==> config.mk <==
export PLATFORM = sky130hd
export DESIGN_NAME = i2s_async_src
export DESIGN_NICKNAME = d
export VERILOG_FILES = /design/src/rtl/i2s_async_src.sv
export SDC_FILE = /design/constraint.sdc
export NUM_CORES = 1
export LEC_CHECK = 0
export ABC_AREA = 1
export BUFFER_PORTS_ARGS = -buffer_cell sky130_fd_sc_hd__buf_2
export CORE_ASPECT_RATIO = 0.75
export CORE_UTILIZATION = 59
export CTS_CLUSTER_SIZE = 16
export DETAILED_ROUTE_END_ITERATION = 10
export PLACE_DENSITY = 0.84
export SYNTH_ARGS = -nofsm -noshare
export SYNTH_HDL_FRONTEND = slang
export SYNTH_SLANG_ARGS = --single-unit
export TNS_END_PERCENT = 50
==> constraint.sdc <==
create_clock -name clk -period 3.7 [get_ports clk]
set_input_delay 0.74 -clock clk [delete_from_list [all_inputs] [get_ports clk]]
set_output_delay 0.74 -clock clk [all_outputs]
set_load 0.005 [all_outputs]
==> src/rtl/i2s_async_src.sv <==
// i2s_async_src: source half of the I2S async-data CDC.
// Buffers producer words in a small FIFO and presents them one at a time on
// data_out, framed by a 4-phase req/ack handshake. The ack comes from the
// destination clock domain and is brought in through a flop synchroniser.
//
// Ports:
//   clk, rst        clock; synchronous active-high reset
//   data_in         word from local producer
//   data_in_valid   producer has a word
//   data_in_ready   FIFO can accept (push = valid & ready)
//   data_out        CDC data, stable whenever data_out_req=1
//   data_out_req    CDC request (registered)
//   data_out_ack    async ack from destination
//   fifo_level      words buffered, excluding the word in flight
//   busy            FSM not idle or FIFO not empty
module i2s_async_src #(
  parameter int unsigned WIDTH       = 32,
  parameter int unsigned DEPTH       = 2,
  parameter int unsigned SYNC_STAGES = 2
) (
  input  logic                     clk,
  input  logic                     rst,
  input  logic [WIDTH-1:0]         data_in,
  input  logic                     data_in_valid,
  output logic                     data_in_ready,
  output logic [WIDTH-1:0]         data_out,
  output logic                     data_out_req,
  input  logic                     data_out_ack,
  output logic [$clog2(DEPTH):0]   fifo_level,
  output logic                     busy
);

  localparam int unsigned AW = $clog2(DEPTH);
  localparam int unsigned LW = AW + 1;
  localparam int unsigned CW = $clog2(SYNC_STAGES + 1) + 1;

  typedef enum logic [1:0] {
    ST_FLUSH,
    ST_IDLE,
    ST_REQ,
    ST_WAIT_LOW
  } state_t;

  state_t           state_q, state_d;
  logic [CW-1:0]    flush_cnt_q, flush_cnt_d;
  logic [SYNC_STAGES-1:0] sync_q, sync_d;
  logic             ack_s;

  logic [WIDTH-1:0] mem_q [DEPTH];
  logic [WIDTH-1:0] mem_d [DEPTH];
  logic [AW-1:0]    wr_ptr_q, wr_ptr_d;
  logic [AW-1:0]    rd_ptr_q, rd_ptr_d;
  logic [LW-1:0]    level_q, level_d;

  logic [WIDTH-1:0] dout_q, dout_d;
  logic             req_q, req_d;
  logic             push, pop;

  // Ack synchroniser
  always_comb begin
    sync_d = {sync_q[SYNC_STAGES-2:0], data_out_ack};
  end
  assign ack_s = sync_q[SYNC_STAGES-1];

  // FIFO: ready depends only on registered level, so a pop in the same cycle
  // does not open a slot early.
  assign data_in_ready = (level_q < LW'(DEPTH)) && (state_q != ST_FLUSH);
  assign push          = data_in_valid && data_in_ready;

  always_comb begin
    mem_d = mem_q;
    if (push) begin
      mem_d[wr_ptr_q] = data_in;
    end
    wr_ptr_d = wr_ptr_q + AW'(push);
    rd_ptr_d = rd_ptr_q + AW'(pop);
    level_d  = level_q + LW'(push) - LW'(pop);
  end

  // Handshake FSM. FLUSH waits until the synchroniser has been refilled with
  // the real ack level, then parks in WAIT_LOW so a stale high ack held by the
  // destination across our reset is drained before any new request.
  always_comb begin
    state_d     = state_q;
    flush_cnt_d = flush_cnt_q;
    dout_d      = dout_q;
    req_d       = req_q;
    pop         = 1'b0;
    case (state_q)
      ST_FLUSH: begin
        if (flush_cnt_q == CW'(SYNC_STAGES)) begin
          state_d = ST_WAIT_LOW;
        end else begin
          flush_cnt_d = flush_cnt_q + CW'(1);
        end
      end
      ST_IDLE: begin
        if ((level_q != '0) && !ack_s) begin
          pop     = 1'b1;
          dout_d  = mem_q[rd_ptr_q];
          req_d   = 1'b1;
          state_d = ST_REQ;
        end
      end
      ST_REQ: begin
        if (ack_s) begin
          req_d   = 1'b0;
          state_d = ST_WAIT_LOW;
        end
      end
      ST_WAIT_LOW: begin
        if (!ack_s) begin
          if (level_q != '0) begin
            pop     = 1'b1;
            dout_d  = mem_q[rd_ptr_q];
            req_d   = 1'b1;
            state_d = ST_REQ;
          end else begin
            state_d = ST_IDLE;
          end
        end
      end
      default: state_d = ST_FLUSH;
    endcase
  end

  always_ff @(posedge clk) begin
    if (rst) begin
      state_q     <= ST_FLUSH;
      flush_cnt_q <= '0;
      sync_q      <= '0;
      wr_ptr_q    <= '0;
      rd_ptr_q    <= '0;
      level_q     <= '0;
      dout_q      <= '0;
      req_q       <= 1'b0;
    end else begin
      state_q     <= state_d;
      flush_cnt_q <= flush_cnt_d;
      sync_q      <= sync_d;
      wr_ptr_q    <= wr_ptr_d;
      rd_ptr_q    <= rd_ptr_d;
      level_q     <= level_d;
      dout_q      <= dout_d;
      req_q       <= req_d;
    end
  end

  // Storage needs no reset; pointers and level define what is valid.
  always_ff @(posedge clk) begin
    mem_q <= mem_d;
  end

  assign data_out     = dout_q;
  assign data_out_req = req_q;
  assign fifo_level   = level_q;
  assign busy         = (state_q != ST_IDLE) || (level_q != '0);

endmodule
* After elaboration in Yosys (flattened, before gate mapping)
Cells that the tools add are included.
** Storage, ports and cells
- Output and inout port bits :: 37
- Bits in registers :: 108
- Logic and storage cells :: 72
- Input port bits :: 36
** Cells by class
- Magnitude comparators :: 4
- Equal/unequal tests :: 10
- Mux-type cells :: 25
- Bitwise operators :: 3
- Reduce and logical (&&, ||, !) cells :: 15
- Add/sub/neg operators :: 5
** Operators by type and width (number)
- 2-to-1 mux 32 bit :: 7
- bitwise mux 64 bit :: 1
- case mux 32 bit (2 select lines) :: 1
- demux 32 bit (select 1 bit) :: 1
- 2-to-1 mux 2 bit :: 5
- != test 2 bit, second input constant :: 5
- case mux 2 bit (4 select lines) :: 1
- AND reduction 4 bit :: 2
- 2-to-1 mux 1 bit :: 7
- nonzero test 2 bit :: 3
- AND reduction 5 bit :: 1
- equality test 2 bit, second input constant :: 2
- >= comparator 2 bit, second input constant :: 2
- logical AND 1 bit :: 4
- inverter 1 -> 2 bit :: 2
- adder 3 x 1 -> 3 bit, second input constant :: 1
- equality test 3 x 2 -> 1 bit, second input constant :: 1
- case mux 1 bit (3 select lines) :: 1
- nonzero test 3 bit :: 1
- adder 1 bit :: 2
- adder 2 x 1 -> 2 bit :: 1
- equality test 2 x 1 -> 1 bit, second input constant :: 1
- zero test 2 bit :: 1
- < comparator 2 x 1 -> 1 bit, second input constant :: 1
- other kinds (8) :: 8

* Longest topological paths before layout
Gate-level depths: netlist of the first run.
- Depth after elaboration :: 7
- Gate-level depth with buffers :: 11
- Gate-level depth less buffers :: 10

* Least setup slack after synthesis of the first run
No wires, ideal clock.
- Path kind :: input to register
- Start :: input data_in_valid
- End :: register mem_q[0] (netlist name) (enable)
- Slack :: 1.603 ns
- Setup time :: 0.392 ns
- Arrival time :: 1.705 ns
- Data required time :: 3.308 ns
- Buffers on the path :: 0
- Stages :: 3
- Cell sequence :: nand2_1 -> inv_1 -> ha_1
** Between the ends
- Longest elaborated chain between the ends :: 1
** Ends and longest elaborated chain
- from (decl) :: RTL line 24 : input logic data_in_valid,
- logical AND 1 bit :: RTL line 68 : assign push = data_in_valid && data_in_ready;
- to (signal assigned) :: RTL line 151 : mem_q <= mem_d;
- to (decl) :: RTL line 49 : logic [WIDTH-1:0] mem_q [DEPTH];
Every way passes these cells.
A chain may end at the register's enable or synchronous reset.

* Final worst setup path of the first run
- Start :: register level_q[1], in the netlist fifo_level[1]
- End :: register level_q[1], in the netlist fifo_level[1]
** Between the ends
- Longest elaborated chain between the ends :: 5
- Elaborated cells on any way between the ends :: 11
- Classes of those cells :: add/sub: 2; order compare: 1; mux: 4; reduce/logical: 4
** Ends and longest elaborated chain
- from (decl) :: RTL line 53 : logic [LW-1:0] level_q, level_d;
- from (signal assigned) :: RTL line 143 : level_q <= level_d;
- < comparator 2 bit / nonzero test 2 bit (equally long branches) :: RTL line 67, 98, 113
- logical AND 1 bit (tied with other cells) :: RTL line 67 : assign data_in_ready = (level_q < LW'(DEPTH)) && (state_q != ST_FLUSH);
- logical AND 1 bit (tied with other cells) :: RTL line 68
- adder 2 x 1 -> 2 bit / case mux 1 bit (2 select lines) (equally long branches) :: RTL line 77, 89
- subtractor 2 x 1 -> 2 bit * :: RTL line 77 : level_d = level_q + LW'(push) - LW'(pop);
Every way passes the cells marked *; elsewhere a longest branch is shown, timed or not.

==> results.cfg, run 1 <==
[logic_synthesis]
netlist_instances = 381
syn_nets = 423
yosys_warnings = 0
netlist_area_um2 = 4010
syn_area_per_cell_um2 = 10.5
ys_ff_latch = 108
synth_cell_types = 21
seq_area_frac_synth_pct = 70.0

[cts]
insertion_delay_ns = 0.36
cts_setup_buffers = 0
htreeDepth = 3
cts_buffers = 9
cts_tree = built
clock-root-buffer = clkbuf_8
post_cts_resized = 0
cts.path.max_buffers = 2
cts.sink_count = 108
cts.clk_slew.worst_paths_ns = 0.09
hold_buffers = 0

[power_and_ir_drop]
leakage_uw = 0.00189
power_switching_uw = 832
intPower_uw = 2000
switching_share_pct = 29.4
seq_power_share_pct = 55.3
ir_worst_vdd_mv = 0.321
p_comb_share_pct = 20.4
p_per_area_nw_per_um2 = 620
clockPowerShare_pct = 24.3

[timing]
hold_violations = 0
max_freq_mhz = 472
finalSetupViolations = 0
grt_setup_unrepaired = no
fin_crit_ns = 2.12
finalMaxSlewViolations = 0
slew_headroom_pct = 46.6
worst_slew_pin_slew_ns = 0.801
tns_ns = 0
fin_crit_sh_pct = 57.3
finClkSkew_ns = 0.0111

[finish]
areaGrowthSynthToFinish_pct = 13.9
layout_common_cells = nand2_1 (174), buf_2 (72), edfxtp_1 (64)
nFillCells = 473
nets = 489
final_common_cell = nand2_1
final_cells = 533
drive_above_1_share_pct = 21.0
antenna_cells_inserted = 0

[global_routing]
antenna_found_initial = 0
grt_usage_pct = 21.5
grt_max_degree = 43
grt_pass1_vias = 2527
grt_pass1_wl_um = 11500
gr-total-overflow = 0

[floorplan]
die_area_um2 = 7130
core_um2 = 6440
initial_utilization_pct = 62.2
io-pin-count = 73
die_w_um = 97.2
rows = 25
die_y_um = 73.4

[drt]
vias = 2673
routedWlPerCell_um = 13.5
final_antenna_net_count = 0
vias_per_cell = 5.02
routed_wirelength_um = 7210
drtPass1Iterations = 5
drc = 0
drt_iter0_markers = 172

[critical_path]
cp_slowest_cell = nor2_4
r2r_cells = 9
worstSetupPathType = reg -> reg
rrSetupSlack_ns = 1.58
max_stage_delay_ns = 0.61
cp_top_family = simple AND/OR/NAND/NOR gates
cp-start-kind = register
end_kind = register
cp_cell_sequence = o21ai_2, nor2_4, ha_1, inv_1, ha_1, xnor2_1, nand2_1, nand2_1, nor2_1
crit_required_ns = 3.96
cp-startpoint = fifo_level[1]
critPathMaxFanout = 35
critPathBufInv = 1
r2r_start = fifo_level[1]
r2r_end = fifo_level[1]
cp_data_arrival_time_ns = 2.38

[placement]
gp_congestion = 0.718
dp.cells = 517
port-buffer-count = 72
dpl.hpwl_um = 4660

[min_path]
hp-class = reg -> reg
min_path_cells = 2
holdPathEnd = sync_q[1]
hold_start = sync_q[0]

[run_status]
status = completed

[flow_run]
maxCapViolations = 0
cell families after synthesis:
logic type | synth area share [%]
xor+xnor | 0.437
fa+ha+maj | 1.87
buf+inv | 4.15
flops | 70.0
compound gates | 5.43
simple gates | 18.1
cell usage after synthesis:
cell,number,area (um2)
inv_1,13,48.8
o21ai_0,3,15.0
nor3_1,1,5.00
ha_1,6,75.1
nand3_1,2,10.0
nand2_1,174,653
buf_4,3,22.5
nor2_4,1,11.3
a21oi_1,37,185
o21ai_2,1,8.76
buf_2,7,35.0
buf_6,3,33.8
a21oi_2,1,8.76
xnor2_1,1,8.76
inv_2,2,7.51
edfxtp_1,64,1920
clkbuf_1,5,18.8
dfxtp_1,44,881
nor2_1,11,41.3
xor2_1,1,8.76
nand2_2,1,6.26
power by group through the flow:
stage | registers [uW] | logic [uW] | clock network (uW)
finish | 1560 | 577 | 688
global route | 1580 | 669 | 749
CTS | 1560 | 583 | 704
detailed placement | 1590 | 577 | 0
global placement | 1580 | 551 | 0
floorplan | 1580 | 411 | 0
metrics by stage:
step	setup WS [ns]	hold slack, ns	total power (uW)	utilization (%)	cell area, um2
finish	1.58	0.407	2830	70.8	4560
global route	1.42	0.431	3000	70.8	4560
CTS	1.57	0.412	2850	70.8	4560
detailed placement	1.58	0.408	2170	67.8	4370
global placement	1.63	0.411	2130	67.8	4370
floorplan	1.60	0.388	1990	-	4010
worst min-delay path, delay by kind of cell (launching register included):
family | cells | cell delay [ns]
buffers and inverters | 1 | 0.04
flip-flops | 1 | 0.31
AND/OR/NAND/NOR | 1 | 0.03
cell type report:
| type | count | area (um2) | share of cell area [%] |
|---|---|---|---|
| flip-flops and latches | 108 | 2800 | 61.4 |
| multi-input cells | 240 | 1040 | 22.8 |
| repair buffers | 73 | 368 | 8.06 |
| clock buffers | 10 | 128 | 2.80 |
| well taps | 81 | 101 | 2.22 |
| clock inverters | 6 | 65.1 | 1.43 |
| inverters | 15 | 56.3 | 1.23 |
registers in the layout, indices dropped and copies added, names as in the netlist:
register and cells:
data_out 32, data_out_req 1, fifo_level 2, flush_cnt_q 3
mem_q 64, rd_ptr_q 1, state_q 2, sync_q 2
wr_ptr_q 1
metal layers:
metal	global-route usage (%)	wire, um	vias to the layer above
li1	-	-	1364
met1	27.9	3200	1210
met2	35.7	3460	90
met3	4.85	444	9
met4	9.29	104	0
met5	0	0	-
worst max path at each step:
| stage | end | slack (ns) | depth (start not counted) |
|---|---|---|---|
| 5_1_grt | fifo_level[1] | 1.42 | 10 |
| 4_1_cts | fifo_level[1] | 1.57 | 9 |
| 6_report | fifo_level[1] | 1.58 | 9 |
| 3_3_place_gp | mem_q[47] | 1.63 | 4 |
| 2_1_floorplan | mem_q[0] | 1.60 | 3 |
| 3_5_place_dp | fifo_level[1] | 1.58 | 9 |
No activity file was read; power rests on OpenSTA's default activity.
==> inputs of run 2 (changes only) <==
--- a/config.mk
+++ b/config.mk
@@ -8,10 +8,10 @@
 export ABC_AREA = 1
 export BUFFER_PORTS_ARGS = -buffer_cell sky130_fd_sc_hd__buf_2
 export CORE_ASPECT_RATIO = 0.75
-export CORE_UTILIZATION = 59
+export CORE_UTILIZATION = 55
 export CTS_CLUSTER_SIZE = 16
 export DETAILED_ROUTE_END_ITERATION = 10
-export PLACE_DENSITY = 0.84
+export PLACE_DENSITY = 0.79
 export SYNTH_ARGS = -nofsm -noshare
 export SYNTH_HDL_FRONTEND = slang
 export SYNTH_SLANG_ARGS = --single-unit
==> constraint.sdc (replaced) <==
create_clock -name clk -period 2.2 [get_ports clk]
set_input_delay 0.44 -clock clk [delete_from_list [all_inputs] [get_ports clk]]
set_output_delay 0.44 -clock clk [all_outputs]
set_load 0.005 [all_outputs]
==> results.cfg, run 2 (synthesized netlist as in run 1, its figures left out) <==
[run_status]
status = completed

[timing]
finalSetupViolations = 0
hold_violations = 0
finalMaxSlewViolations = 0
fin_crit_sh_pct = 79.7
tns_ns = 0
fin_crit_ns = 1.75
slew_headroom_pct = 55.7
worst_slew_pin_slew_ns = 0.662
finClkSkew_ns = 0.00861
max_freq_mhz = 570
grt_setup_unrepaired = no

[finish]
layout_common_cells = nand2_1 (174), buf_2 (72), edfxtp_1 (64)
drive_above_1_share_pct = 22.4
antenna_cells_inserted = 0
areaGrowthSynthToFinish_pct = 16.3
final_common_cell = nand2_1
largest_register_ff_count = 64
top_register = mem_q
nets = 496

[cts]
clock-root-buffer = clkbuf_8
cts.sink_count = 108
htreeDepth = 3
hold_buffers = 0
cts_setup_buffers = 0
post_cts_resized = 0
insertion_delay_ns = 0.36
cts.clk_slew.worst_paths_ns = 0.10
cts.path.max_buffers = 2
cts_buffers = 9
cts_tree = built

[global_routing]
grt_max_degree = 35
grt_pass1_vias = 2675
grt_usage_pct = 21.6
antenna_found_initial = 0
gr-total-overflow = 0
grt_pass1_wl_um = 12500

[critical_path]
cp_top_family = flip-flops
cp_data_arrival_time_ns = 1.83
cp_slowest_cell = dfxtp_1
cp_cell_sequence = nor2_1, nor2_1, nand2_1, inv_1, ha_2, buf_4
cp-start-kind = register
crit_required_ns = 2.27
crit_top_cell = nor2_1
critPathMaxFanout = 12
critPathBufInv = 2
max_stage_delay_ns = 0.43
worstSetupPathType = reg -> reg
end_kind = register

[min_path]
hp-class = in -> reg

[drt]
drtPass1Iterations = 4
routed_wirelength_um = 7600
met2_wirelength_um = 3680
routedWlPerCell_um = 13.6
wl_met1_um = 3360
vias = 2753
top_layer = met4
final_antenna_net_count = 0
vias_per_cell = 4.94
drc = 0
drt_iter0_markers = 123
routed-wl-met3_um = 466

[power_and_ir_drop]
ir_worst_vdd_mv = 0.668
p_total_uw = 4840
leakage_uw = 0.00195
p_per_area_nw_per_um2 = 1040

[placement]
port-buffer-count = 72
dpl.hpwl_um = 5130
gp_congestion = 0.745

[floorplan]
io-pin-count = 73
core_um2 = 6930
die_y_um = 75.9
die_area_um2 = 7630
rows = 26
die_w_um = 101
initial_utilization_pct = 57.8

[flow_run]
maxCapViolations = 0
## run 2: stage by stage
stage | util [%] | hold WS (ns) | cell area, um2 | setup WS [ns] | instances
floorplan | - | 0.388 | 4010 | 0.241 | 381
global placement | 64.5 | 0.393 | 4470 | 0.568 | 541
detailed placement | 64.5 | 0.406 | 4470 | 0.484 | 541
CTS | 67.2 | 0.255 | 4660 | 0.447 | 557
global route | 67.2 | 0.243 | 4660 | 0.359 | 557
finish | 67.2 | 0.269 | 4660 | 0.447 | 557
## run 2: path summary, 6_finish.rpt
check / start / endpoint / slack (ns) / cells after the start
setup reg to reg: state_q[0] / mem_q[6] / 0.45 / 6
setup / recovery: state_q[0] / mem_q[6] / 0.45 / 6
hold reg to reg: sync_q[0] / sync_q[1] / 0.41 / 2
hold / removal: data_in[17] / mem_q[49] / 0.27 / 1
## run 2: cell type report
cell class              count  area, um2
flip-flops and latches    108       2800
fillers                   550       2270
multi-input cells         240       1040
repair buffers             80        445
clock buffers              10        128
well taps                  98        123
clock inverters             6       62.6
inverters                  15       56.3
## run 2: metal layers
metal	vias up	GRT usage, %
met5	-	0
met4	0	5.36
met3	10	5.90
met2	89	36.4
met1	1276	27.8
li1	1378	-
## run 2: worst reg2reg max path, delay by kind of cell, from the launching register on
kind / cells / cell delay (ns)
adders and majority gates: 1 / 0.40
buffers and inverters: 2 / 0.32
DFF: 1 / 0.43
and+or+nand+nor: 3 / 0.33
## run 2: power breakdown
| group | switching, uW | internal [uW] |
|---|---|---|
| sequential | 130 | 2500 |
| clock | 628 | 529 |
| combinational | 676 | 376 |
| total | 1430 | 3400 |
